===== config.mk =====
export PLATFORM = sky130hd
export DESIGN_NAME = branch_ctrl_flat
export DESIGN_NICKNAME = d
export VERILOG_FILES = /design/src/rtl/branch_pkg.sv /design/src/rtl/branch_ctrl_if.sv /design/src/rtl/branch_cond.sv /design/src/rtl/branch_ctrl.sv /design/src/flat_wrapper.sv
export SDC_FILE = /design/constraint.sdc
export NUM_CORES = 1
export LEC_CHECK = 0
export BUFFER_PORTS_ARGS = -buffer_cell sky130_fd_sc_hd__buf_2
export CAP_MARGIN = 20
export CORE_MARGIN = 1
export CORE_UTILIZATION = 40
export DETAILED_ROUTE_END_ITERATION = 10
export PLACE_DENSITY_LB_ADDON = 0.15
export SLEW_MARGIN = 20
export SYNTH_ARGS = -nofsm -noshare
export SYNTH_HDL_FRONTEND = slang
export SYNTH_SLANG_ARGS = --single-unit

===== constraint.sdc =====
create_clock -name clk -period 3.62 [get_ports clk]
set_clock_uncertainty 0.1 [all_clocks]
set_input_delay 0.905 -clock clk [delete_from_list [all_inputs] [get_ports clk]]
set_output_delay 0.905 -clock clk [all_outputs]
set_load 0.01 [all_outputs]

===== src/rtl/branch_pkg.sv =====
// branch_pkg: shared types and defaults for branch resolution.
//   b_t      - 3-bit conditional branch type as encoded by decode
//   state_t  - controller FSM states
//   *Def     - default controller parameters
//   is_cond_branch() - true for the six RV32I conditional branch codes
package branch_pkg;

  typedef enum logic [2:0] {
    BrNone = 3'd0,
    BrBeq  = 3'd1,
    BrBne  = 3'd2,
    BrBlt  = 3'd3,
    BrBge  = 3'd4,
    BrBltu = 3'd5,
    BrBgeu = 3'd6
  } b_t;

  typedef enum logic [1:0] {
    StIdle,
    StWaitAlu,
    StFlush
  } state_t;

  localparam int unsigned FlushCyclesDef = 2;
  localparam int unsigned WaitTimeoutDef = 8;
  localparam int unsigned CntWDef        = 16;

  // Code 0 (NONE) and the unused code 7 are not branches.
  function automatic logic is_cond_branch(logic [2:0] code);
    return (code >= 3'd1) && (code <= 3'd6);
  endfunction

endpackage


===== src/rtl/branch_ctrl_if.sv =====
// branch_ctrl_if: decode/ALU/fetch side signals of the branch controller.
//   master - decode + ALU side: drives the branch request and compare flags
//   slave  - controller side: drives handshake, front-end control, result, stats
interface branch_ctrl_if
  import branch_pkg::*;
#(
  parameter int unsigned CNT_W = CntWDef
) ();

  logic             br_valid;
  logic [2:0]       br_type;
  logic [31:0]      br_target;
  logic             br_ready;
  logic             alu_valid;
  logic             ALU_neg_flag;
  logic             ALU_zero_flag;
  logic             ALU_overflow_flag;
  logic             ALU_borrow_flag;
  logic             stall;
  logic             flush;
  logic             redirect_valid;
  logic [31:0]      redirect_pc;
  logic             resolved;
  logic             b_taken;
  logic             timeout_err;
  logic [CNT_W-1:0] branch_cnt;
  logic [CNT_W-1:0] taken_cnt;

  modport master (
    output br_valid, br_type, br_target, alu_valid,
           ALU_neg_flag, ALU_zero_flag, ALU_overflow_flag, ALU_borrow_flag,
    input  br_ready, stall, flush, redirect_valid, redirect_pc, resolved, b_taken,
           timeout_err, branch_cnt, taken_cnt
  );

  modport slave (
    input  br_valid, br_type, br_target, alu_valid,
           ALU_neg_flag, ALU_zero_flag, ALU_overflow_flag, ALU_borrow_flag,
    output br_ready, stall, flush, redirect_valid, redirect_pc, resolved, b_taken,
           timeout_err, branch_cnt, taken_cnt
  );

endinterface


===== src/rtl/branch_cond.sv =====
// branch_cond: combinational RV32I branch condition from the flags of rs1 - rs2.
//   br_type       - branch kind (b_t)
//   neg/zero/ovf/borrow - ALU compare flags
//   taken         - branch condition holds; 0 for NONE/unused codes
module branch_cond
  import branch_pkg::*;
(
  input  b_t   br_type,
  input  logic neg,
  input  logic zero,
  input  logic ovf,
  input  logic borrow,
  output logic taken
);

  logic signed_lt;

  // Signed less-than must correct the sign bit for overflow.
  assign signed_lt = neg ^ ovf;

  always_comb begin
    taken = 1'b0;
    unique case (br_type)
      BrBeq:   taken = zero;
      BrBne:   taken = ~zero;
      BrBlt:   taken = signed_lt;
      BrBge:   taken = ~signed_lt;
      BrBltu:  taken = borrow;
      BrBgeu:  taken = ~borrow;
      default: taken = 1'b0;
    endcase
  end

endmodule


===== src/rtl/branch_ctrl.sv =====
// branch_ctrl: sequential branch resolution between decode, ALU and fetch.
//   clk, rst - core clock; asynchronous active-high reset
//   bus      - branch_ctrl_if slave: branch request/ready, ALU flags,
//              stall/flush/redirect to the front end, result pulse and statistics
// One branch in flight: accept in IDLE, stall in WAIT_ALU until flags arrive or
// the wait times out, then hold flush for FLUSH_CYCLES after a taken branch.
module branch_ctrl
  import branch_pkg::*;
#(
  parameter int unsigned FLUSH_CYCLES = FlushCyclesDef,
  parameter int unsigned WAIT_TIMEOUT = WaitTimeoutDef,
  parameter int unsigned CNT_W        = CntWDef
) (
  input logic        clk,
  input logic        rst,
  branch_ctrl_if.slave bus
);

  localparam logic [7:0] TmoLast   = 8'(WAIT_TIMEOUT - 1);
  localparam logic [3:0] FlushLast = 4'(FLUSH_CYCLES - 1);

  state_t           state_q, state_d;
  b_t               type_q, type_d;
  logic [31:0]      target_q, target_d;
  logic [7:0]       tmo_cnt_q, tmo_cnt_d;
  logic [3:0]       flush_cnt_q, flush_cnt_d;
  logic             resolved_q, resolved_d;
  logic             redirect_q, redirect_d;
  logic             b_taken_q, b_taken_d;
  logic             timeout_err_q, timeout_err_d;
  logic [CNT_W-1:0] branch_cnt_q, branch_cnt_d;
  logic [CNT_W-1:0] taken_cnt_q, taken_cnt_d;
  logic             cond_taken;

  branch_cond u_branch_cond (
    .br_type (type_q),
    .neg     (bus.ALU_neg_flag),
    .zero    (bus.ALU_zero_flag),
    .ovf     (bus.ALU_overflow_flag),
    .borrow  (bus.ALU_borrow_flag),
    .taken   (cond_taken)
  );

  always_comb begin
    state_d       = state_q;
    type_d        = type_q;
    target_d      = target_q;
    tmo_cnt_d     = tmo_cnt_q;
    flush_cnt_d   = flush_cnt_q;
    resolved_d    = 1'b0;
    redirect_d    = 1'b0;
    b_taken_d     = b_taken_q;
    timeout_err_d = timeout_err_q;
    branch_cnt_d  = branch_cnt_q;
    taken_cnt_d   = taken_cnt_q;

    unique case (state_q)
      StIdle: begin
        // NONE and code 7 are consumed silently since br_ready is high.
        if (bus.br_valid && is_cond_branch(bus.br_type)) begin
          type_d    = b_t'(bus.br_type);
          target_d  = bus.br_target;
          tmo_cnt_d = '0;
          state_d   = StWaitAlu;
        end
      end
      StWaitAlu: begin
        if (bus.alu_valid) begin
          // alu_valid wins even on the cycle the timeout would expire.
          resolved_d   = 1'b1;
          b_taken_d    = cond_taken;
          branch_cnt_d = branch_cnt_q + CNT_W'(1);
          if (cond_taken) begin
            redirect_d  = 1'b1;
            taken_cnt_d = taken_cnt_q + CNT_W'(1);
            flush_cnt_d = '0;
            state_d     = StFlush;
          end else begin
            state_d = StIdle;
          end
        end else if (tmo_cnt_q == TmoLast) begin
          timeout_err_d = 1'b1;
          resolved_d    = 1'b1;
          b_taken_d     = 1'b0;
          branch_cnt_d  = branch_cnt_q + CNT_W'(1);
          state_d       = StIdle;
        end else begin
          tmo_cnt_d = tmo_cnt_q + 8'd1;
        end
      end
      StFlush: begin
        if (flush_cnt_q == FlushLast) begin
          state_d = StIdle;
        end else begin
          flush_cnt_d = flush_cnt_q + 4'd1;
        end
      end
      default: state_d = StIdle;
    endcase
  end

  always_ff @(posedge clk or posedge rst) begin
    if (rst) begin
      state_q       <= StIdle;
      type_q        <= BrNone;
      target_q      <= '0;
      tmo_cnt_q     <= '0;
      flush_cnt_q   <= '0;
      resolved_q    <= 1'b0;
      redirect_q    <= 1'b0;
      b_taken_q     <= 1'b0;
      timeout_err_q <= 1'b0;
      branch_cnt_q  <= '0;
      taken_cnt_q   <= '0;
    end else begin
      state_q       <= state_d;
      type_q        <= type_d;
      target_q      <= target_d;
      tmo_cnt_q     <= tmo_cnt_d;
      flush_cnt_q   <= flush_cnt_d;
      resolved_q    <= resolved_d;
      redirect_q    <= redirect_d;
      b_taken_q     <= b_taken_d;
      timeout_err_q <= timeout_err_d;
      branch_cnt_q  <= branch_cnt_d;
      taken_cnt_q   <= taken_cnt_d;
    end
  end

  assign bus.br_ready       = (state_q == StIdle);
  assign bus.stall          = (state_q == StWaitAlu);
  assign bus.flush          = (state_q == StFlush);
  assign bus.redirect_valid = redirect_q;
  assign bus.redirect_pc    = target_q;
  assign bus.resolved       = resolved_q;
  assign bus.b_taken        = b_taken_q;
  assign bus.timeout_err    = timeout_err_q;
  assign bus.branch_cnt     = branch_cnt_q;
  assign bus.taken_cnt      = taken_cnt_q;

endmodule


===== src/flat_wrapper.sv =====
// flat-port wrapper written by rule: the top's interface ports become plain ports
module branch_ctrl_flat import branch_pkg::*;
#(
  parameter int unsigned FLUSH_CYCLES = FlushCyclesDef,
  parameter int unsigned WAIT_TIMEOUT = WaitTimeoutDef,
  parameter int unsigned CNT_W        = CntWDef
)
  (clk, rst, bus_br_valid, bus_br_type, bus_br_target, bus_alu_valid, bus_ALU_neg_flag, bus_ALU_zero_flag, bus_ALU_overflow_flag, bus_ALU_borrow_flag, bus_br_ready, bus_stall, bus_flush, bus_redirect_valid, bus_redirect_pc, bus_resolved, bus_b_taken, bus_timeout_err, bus_branch_cnt, bus_taken_cnt);
  branch_ctrl_if #(.CNT_W(CNT_W)) bus_i ();
  input logic clk;
  input logic rst;
  input wire logic [$bits(bus_i.br_valid)-1:0] bus_br_valid;
  input wire logic [$bits(bus_i.br_type)-1:0] bus_br_type;
  input wire logic [$bits(bus_i.br_target)-1:0] bus_br_target;
  input wire logic [$bits(bus_i.alu_valid)-1:0] bus_alu_valid;
  input wire logic [$bits(bus_i.ALU_neg_flag)-1:0] bus_ALU_neg_flag;
  input wire logic [$bits(bus_i.ALU_zero_flag)-1:0] bus_ALU_zero_flag;
  input wire logic [$bits(bus_i.ALU_overflow_flag)-1:0] bus_ALU_overflow_flag;
  input wire logic [$bits(bus_i.ALU_borrow_flag)-1:0] bus_ALU_borrow_flag;
  output wire logic [$bits(bus_i.br_ready)-1:0] bus_br_ready;
  output wire logic [$bits(bus_i.stall)-1:0] bus_stall;
  output wire logic [$bits(bus_i.flush)-1:0] bus_flush;
  output wire logic [$bits(bus_i.redirect_valid)-1:0] bus_redirect_valid;
  output wire logic [$bits(bus_i.redirect_pc)-1:0] bus_redirect_pc;
  output wire logic [$bits(bus_i.resolved)-1:0] bus_resolved;
  output wire logic [$bits(bus_i.b_taken)-1:0] bus_b_taken;
  output wire logic [$bits(bus_i.timeout_err)-1:0] bus_timeout_err;
  output wire logic [$bits(bus_i.branch_cnt)-1:0] bus_branch_cnt;
  output wire logic [$bits(bus_i.taken_cnt)-1:0] bus_taken_cnt;
  assign bus_i.br_valid = bus_br_valid;
  assign bus_i.br_type = bus_br_type;
  assign bus_i.br_target = bus_br_target;
  assign bus_i.alu_valid = bus_alu_valid;
  assign bus_i.ALU_neg_flag = bus_ALU_neg_flag;
  assign bus_i.ALU_zero_flag = bus_ALU_zero_flag;
  assign bus_i.ALU_overflow_flag = bus_ALU_overflow_flag;
  assign bus_i.ALU_borrow_flag = bus_ALU_borrow_flag;
  assign bus_br_ready = bus_i.br_ready;
  assign bus_stall = bus_i.stall;
  assign bus_flush = bus_i.flush;
  assign bus_redirect_valid = bus_i.redirect_valid;
  assign bus_redirect_pc = bus_i.redirect_pc;
  assign bus_resolved = bus_i.resolved;
  assign bus_b_taken = bus_i.b_taken;
  assign bus_timeout_err = bus_i.timeout_err;
  assign bus_branch_cnt = bus_i.branch_cnt;
  assign bus_taken_cnt = bus_i.taken_cnt;
  branch_ctrl #(.FLUSH_CYCLES(FLUSH_CYCLES), .WAIT_TIMEOUT(WAIT_TIMEOUT), .CNT_W(CNT_W)) u_core (.clk(clk), .rst(rst), .bus(bus_i));
endmodule

## After elaboration in Yosys (flattened, before gate mapping)

Index checks and enable logic that the tools add are counted.

- Add/subtract/negate cells: 4
- Mux-type cells: 25
- Order comparisons: 2
- Bitwise operators: 5
- Equality and inequality tests: 18
- Reduce and logical (&&, ||, !) cells: 13

Operator list:

| kind | count |
|---|---|
| $add 16x1->16 const B | 2 |
| $mux 16 | 2 |
| $mux 8 | 3 |
| $pmux 8 s2 | 1 |
| $mux 4 | 3 |
| $mux 2 | 5 |
| $eq 3x3->1 const B | 3 |
| $reduce_and 3->1 | 3 |
| $add 8x1->8 const B | 1 |
| $eq 8x3->1 const B | 1 |
| $mux 1 | 8 |
| $ne 2x2->1 const B | 4 |
| $pmux 4 s2 | 1 |
| $reduce_and 4->1 | 2 |
| $eq 3x2->1 const B | 2 |
| $ne 2x1->1 const B | 3 |
| $pmux 1 s6 | 1 |
| $pmux 2 s3 | 1 |
| $reduce_bool 2->1 | 3 |
| $add 4x1->4 const B | 1 |
| $eq 4x1->1 const B | 1 |
| $not 1->1 | 4 |
| $reduce_and 2->1 | 2 |
| $eq 3x1->1 const B | 1 |
| other kinds (8) | 9 |

- Input port bits: 43
- Output and inout port bits: 71
- Logic and storage cells: 78
- Register bits after elaboration: 85

## Logic depth before layout (Yosys ltp)

- Word-level depth: 6
- Depth in mapped cells: 7
- Mapped depth without buffers: 6

## By module

From an unflattened synthesis, not the netlist that was laid out.

- Cells, all modules: 367
- Area, all modules: 3,776.1 sq um

Modules (own cells, without submodules):

| module | cells an instance | sequential area each (sq um) | instances | area each (sq um) |
|---|---|---|---|---|
| branch_ctrl | 358 | 2,127.0 | 1 | 3,706.1 |
| branch_cond | 9 | 0.0 | 1 | 70.1 |

## Least setup slack after synthesis

No wires, ideal clock.

- Path type: input to register
- From: input port bus_br_type[1]
- To: register u_core.tmo_cnt_q[5]
- Path buffers: 1
- Stages on the path: 5
- Slack: 1.312 ns
- Arrival time: 2.087 ns
- Library setup time: 0.122 ns
- Required time: 3.398 ns
- Cells stage by stage: or3_1 > and4_1 > clkbuf_1 > or2_1 > a32o_1

- Cells in the longest elaborated chain, start to end: 5
- Elaborated cells on any way between the ends: 6
- Those cells by class: 2 x order compare; 1 x eq/ne; 3 x reduce/logical

Ends and longest elaborated chain:

| what | RTL line | text |
|---|---|---|
| from (decl) | flat_wrapper.sv:13 | `input wire logic [$bits(bus_i.br_type)-1:0] bus_br_type;` |
| $ge 3x1->1 / $le 3x3->1 (equally long branches) | branch_pkg.sv:30 | `return (code >= 3'd1) && (code <= 3'd6);` |
| $logic_and 1x1->1 * | branch_pkg.sv:30 |  |
| $logic_and 1x1->1 * | branch_ctrl.sv:60 | `if (bus.br_valid && is_cond_branch(bus.br_type)) begin` |
| $ne 2x1->1 (no source line) * | - |  |
| $reduce_and 4->1 (no source line) * | - |  |
| to (signal assigned) | branch_ctrl.sv:119 | `tmo_cnt_q <= tmo_cnt_d;` |
| to (decl) | branch_ctrl.sv:25 | `logic [7:0] tmo_cnt_q, tmo_cnt_d;` |

Mark *: on every way between the ends. The rest lies on a longest branch, timed or not.
A chain may end at the register's enable or synchronous reset.

## Worst setup path after layout

- From: input port bus_ALU_overflow_flag
- To: register u_core.taken_cnt_q[13] (netlist: u_core.bus.taken_cnt[13])

- Cells in the longest elaborated chain, start to end: 4

Ends and longest elaborated chain:

| what | RTL line | text |
|---|---|---|
| from (decl) | flat_wrapper.sv:18 | `input wire logic [$bits(bus_i.ALU_overflow_flag)-1:0] bus_ALU_overflow_flag;` |
| $xor 1x1->1 * | branch_cond.sv:19 | `assign signed_lt = neg ^ ovf;` |
| $not 1->1 | branch_cond.sv:27 | `BrBge: taken = ~signed_lt;` |
| $pmux 1 s6 * | branch_cond.sv:23 | `unique case (br_type)` |
| $reduce_and 3->1 (no source line) * | - |  |
| to (signal assigned) | branch_ctrl.sv:126 | `taken_cnt_q <= taken_cnt_d;` |
| to (decl) | branch_ctrl.sv:32 | `logic [CNT_W-1:0] taken_cnt_q, taken_cnt_d;` |

Marks and branches as above.

==> impl_metrics.tcl <==
set metrics [dict create \
    dr_total_vias 2897 \
    cts.sinks 85 \
    dieArea_mm2 0.009622 \
    path_cells "buf_2, xor2_1, mux2i_1, nand4_2, nor4_1, xnor2_1" \
    ant_nets 0 \
    synth-edff-count 0 \
    firstDrtPassIters 7 \
    setup_viol 0 \
    place_hpwl_um 5587 \
    worstSetupStartpointType "input port" \
    port_buffers 113 \
    worstRegToRegCells 5 \
    layout_min_cycle_time_ns 2.516 \
    cts_made_buffers 9 \
    layout_worst_path_cycle_share_pct 69.50 \
    synth_mux_area_share_pct 2.066 \
    cp_data_required_time_ns 3.79 \
    dpl.cell_count 583 \
    cts.path.max_buffers 2 \
    p_sw_mw 1.109 \
    synth_xor_area_share_pct 8.774 \
    clkPwrFrac_pct 23.5 \
    setup_slack_ns 1.104 \
    grt_pass1_wl_um 13300 \
    finalMaxSlewViolations 0 \
    switching_share_pct 35.02 \
    hold_violations 0 \
    p_per_area_mw_per_mm2 687.1 \
    post-route-drc-count 10 \
    synthSimpleGateAreaFrac_pct 25.30 \
    grt_max_degree 39 \
    place_ws_ns 0.7284 \
    cts_resized 0 \
    reg2reg_from "u_core.state_q[1]" \
    rsz0062_at_grt "no" \
    antenna_found_initial 0 \
    fillers 834 \
    synth_top_family_by_area "simple AND/OR/NAND/NOR gates" \
    seqCellArea_mm2 0.002127 \
    crit_slowest_cell "nor4_1" \
    place_area_mm2 0.004383 \
    drt_wl_total_um 7782 \
    hp-start "u_core.bus.branch_cnt[15]" \
    syn_to_final_growth_pct 24.76 \
    cellLeakagePower_nw 2.497 \
    worstSkewPairLatency_ns 0.34 \
    status "complete, but fails checks" \
    syn_area_per_cell_um2 10.04 \
    power_frac_comb_pct 31.3 \
    groute.usage.overall_pct 17.56 \
    fmax_mhz 397.5 \
    cts_setup_buffers 0 \
    htreeDepth 3 \
    power.internal_mw 2.057 \
    tns_ns 0 \
    whs_path_depth 1 \
    rows 34 \
    yosys.area_share.adder_pct 1.694 \
    fp.dieH_um 98.09 \
    holdPathEnd "u_core.bus.branch_cnt[15]" \
    worst_ir_drop_vdd_uv 286.9 \
    holdBufCountCts 0 \
    routabilityCongestion 0.7957 \
    multiInputGateArea_mm2 0.001483 \
    ys_types 39 \
    stdcell_area_mm2 0.004608 \
    fin_nets 534 \
    violations "design-rule violations" \
    reg2reg_setup_slack_ns 1.26 \
    rr_endpoint "u_core.bus.taken_cnt[13]" \
    syn_inst 368 \
    first_iter_violations 89 \
    end_kind "register" \
    root_buffer "clkbuf_8" \
    async_flop_share_pct 100.0 \
    min_path_type "register to register" \
    seq_area_frac_synth_pct 57.59 \
    synthFlopType "dfrtp_1" \
    drive_above_1_share_pct 29.74 \
    arrival_ns 2.69 \
    grt_overflow_total 0 \
    syn-num-nets 416 \
    max-slew-margin-rel_pct 58.09 \
    grt_pass1_vias 2818 \
    cts.clk_slew.worst_paths_ns 0.08 \
    fin_cells 599 \
    critPathMaxFanout 18 \
    seqPwrFrac_pct 45.2 \
    critical_path_class "input port to register" \
    vias_per_cell 4.836 \
    wire_per_inst_um 12.99 \
    synth_compound_area_share_pct 2.304 \
    initial_utilization_pct 41.74 \
    syn_area_mm2 0.003694 \
    yosysWarningCount 0 \
    die_x_um 98.09 \
    worstMarginPinSlew_ns 0.6279 \
    cpPeakStageDelay_ns 0.57 \
    cts_tree "yes" \
    diodes 0 \
    pin_count 114 \
    ys_ff_latch 85 \
    coreArea_mm2 0.008848 \
    cap_violations 0 \
]
## layout by cell type, fill, tap and decap left out, types with 2 or more instances in the layout
cell type  synthesis  final
nor2_1            20     20
dfrtp_1           85     85
or3_1              3      3
xor2_1            17     17
clkbuf_8           0     11
ha_1               5      5
mux2i_1            2      2
and2_1             2      2
nand3_1           17     17
clkinv_2           0      3
o21ai_0            4      4
nor4_1             5      5
buf_2              1    113
inv_1             11     10
and3_1             3      3
mux2_2             3      3
nand4_1            6      6
and4_1             6      6
nor3_1             3      3
bufinv_16          0      2
buf_4              1      4
a21oi_1            3      3
xnor2_1           20     20
nand2b_1           2      2
nand2_1          125    125
## how the worst max path moves through the flow
stage | from | to | slack [ns]
after floorplan | rst | u_core.bus.b_taken | 0.42
after global placement | bus_ALU_overflow_flag | u_core.bus.taken_cnt[15] | 0.80
after detailed placement | bus_ALU_overflow_flag | u_core.bus.taken_cnt[13] | 0.73
after CTS | u_core.state_q[1] | bus_stall | 1.09
after global routing | bus_ALU_overflow_flag | u_core.bus.taken_cnt[13] | 0.95
final | bus_ALU_overflow_flag | u_core.bus.taken_cnt[13] | 1.10
## cells by family (layout without fill, tap and decap cells)
logic type                 Yosys count  after routing
buffers and inverters               21            144
DFF                                 85             85
muxes                                6              6
xor gates and xnor gates            37             37
AOI/OAI and AO/OA                   13             13
adders and majority gates            5              5
and+or+nand+nor                    201            201
## per-stage QoR
stage,utilization [%],power [mW],hold slack [ns]
6_report,52.08,3.166,0.3665
5_1_grt,52.08,3.408,0.3882
4_1_cts,52.08,3.213,0.3732
3_3_place_gp,49.53,2.432,0.3527
2_1_floorplan,-,2.046,0.3926
3_5_place_dp,49.53,2.458,0.3574
## critical path, delay by kind of cell
family / cells / cell delay, ns
buffers and inverters: 1 / 0.10
and+or+nand+nor: 2 / 1.05
muxes: 1 / 0.29
xor gates and xnor gates: 2 / 0.33
## cell type report
type	instances	area share [%]
Tap cell	108	2.932
Clock inverter	4	1.520
Clock buffer	12	3.367
Timing Repair Buffer	117	12.92
Inverter	11	0.9232
Sequential cell	85	46.16
Multi-Input combinational cell	262	32.17
## registers in the layout (all words and copies together) (netlist names), 2 cells and up
name                    count
u_core.bus.redirect_pc     32
u_core.bus.branch_cnt      16
u_core.bus.taken_cnt       16
u_core.tmo_cnt_q            8
u_core.flush_cnt_q          4
u_core.type_q               3
u_core.state_q              2
## layer usage
layer	vias up	track usage (%)	share of wire (%)
met4	0	6.177	1.6
met3	10	5.011	5.1
met2	83	28.76	47
li1	1433	-	-
met5	-	0	0
met1	1371	22.26	46
## synth_stat cells, types with 2 or more instances
| master | count | area, um2 |
|---|---|---|
| and2_1 | 2 | 12.51 |
| or3_1 | 3 | 18.77 |
| dfrtp_1 | 85 | 2127 |
| mux2_2 | 3 | 33.78 |
| o21ai_0 | 4 | 20.02 |
| nand3_1 | 17 | 85.08 |
| xnor2_1 | 20 | 175.2 |
| inv_1 | 11 | 41.29 |
| ha_1 | 5 | 62.56 |
| nor2_1 | 20 | 75.07 |
| clkbuf_1 | 8 | 30.03 |
| mux2i_1 | 2 | 20.02 |
| nand2b_1 | 2 | 12.51 |
| nand4_1 | 6 | 37.54 |
| a21oi_1 | 3 | 15.01 |
| nor3_1 | 3 | 15.01 |
| xor2_1 | 17 | 148.9 |
| nand2_1 | 125 | 469.2 |
| and4_1 | 6 | 52.55 |
| and3_1 | 3 | 18.77 |
| nor4_1 | 5 | 31.28 |
## power by group through the flow
stage / clock [mW] / combinational (mW) / sequential, mW
floorplan: 0 / 0.505 / 1.54
global placement: 0 / 0.989 / 1.44
detailed placement: 0 / 1.01 / 1.45
CTS: 0.770 / 1.01 / 1.44
global route: 0.816 / 1.11 / 1.48
finish: 0.745 / 0.989 / 1.43
No activity file was read; power rests on OpenSTA's default activity.
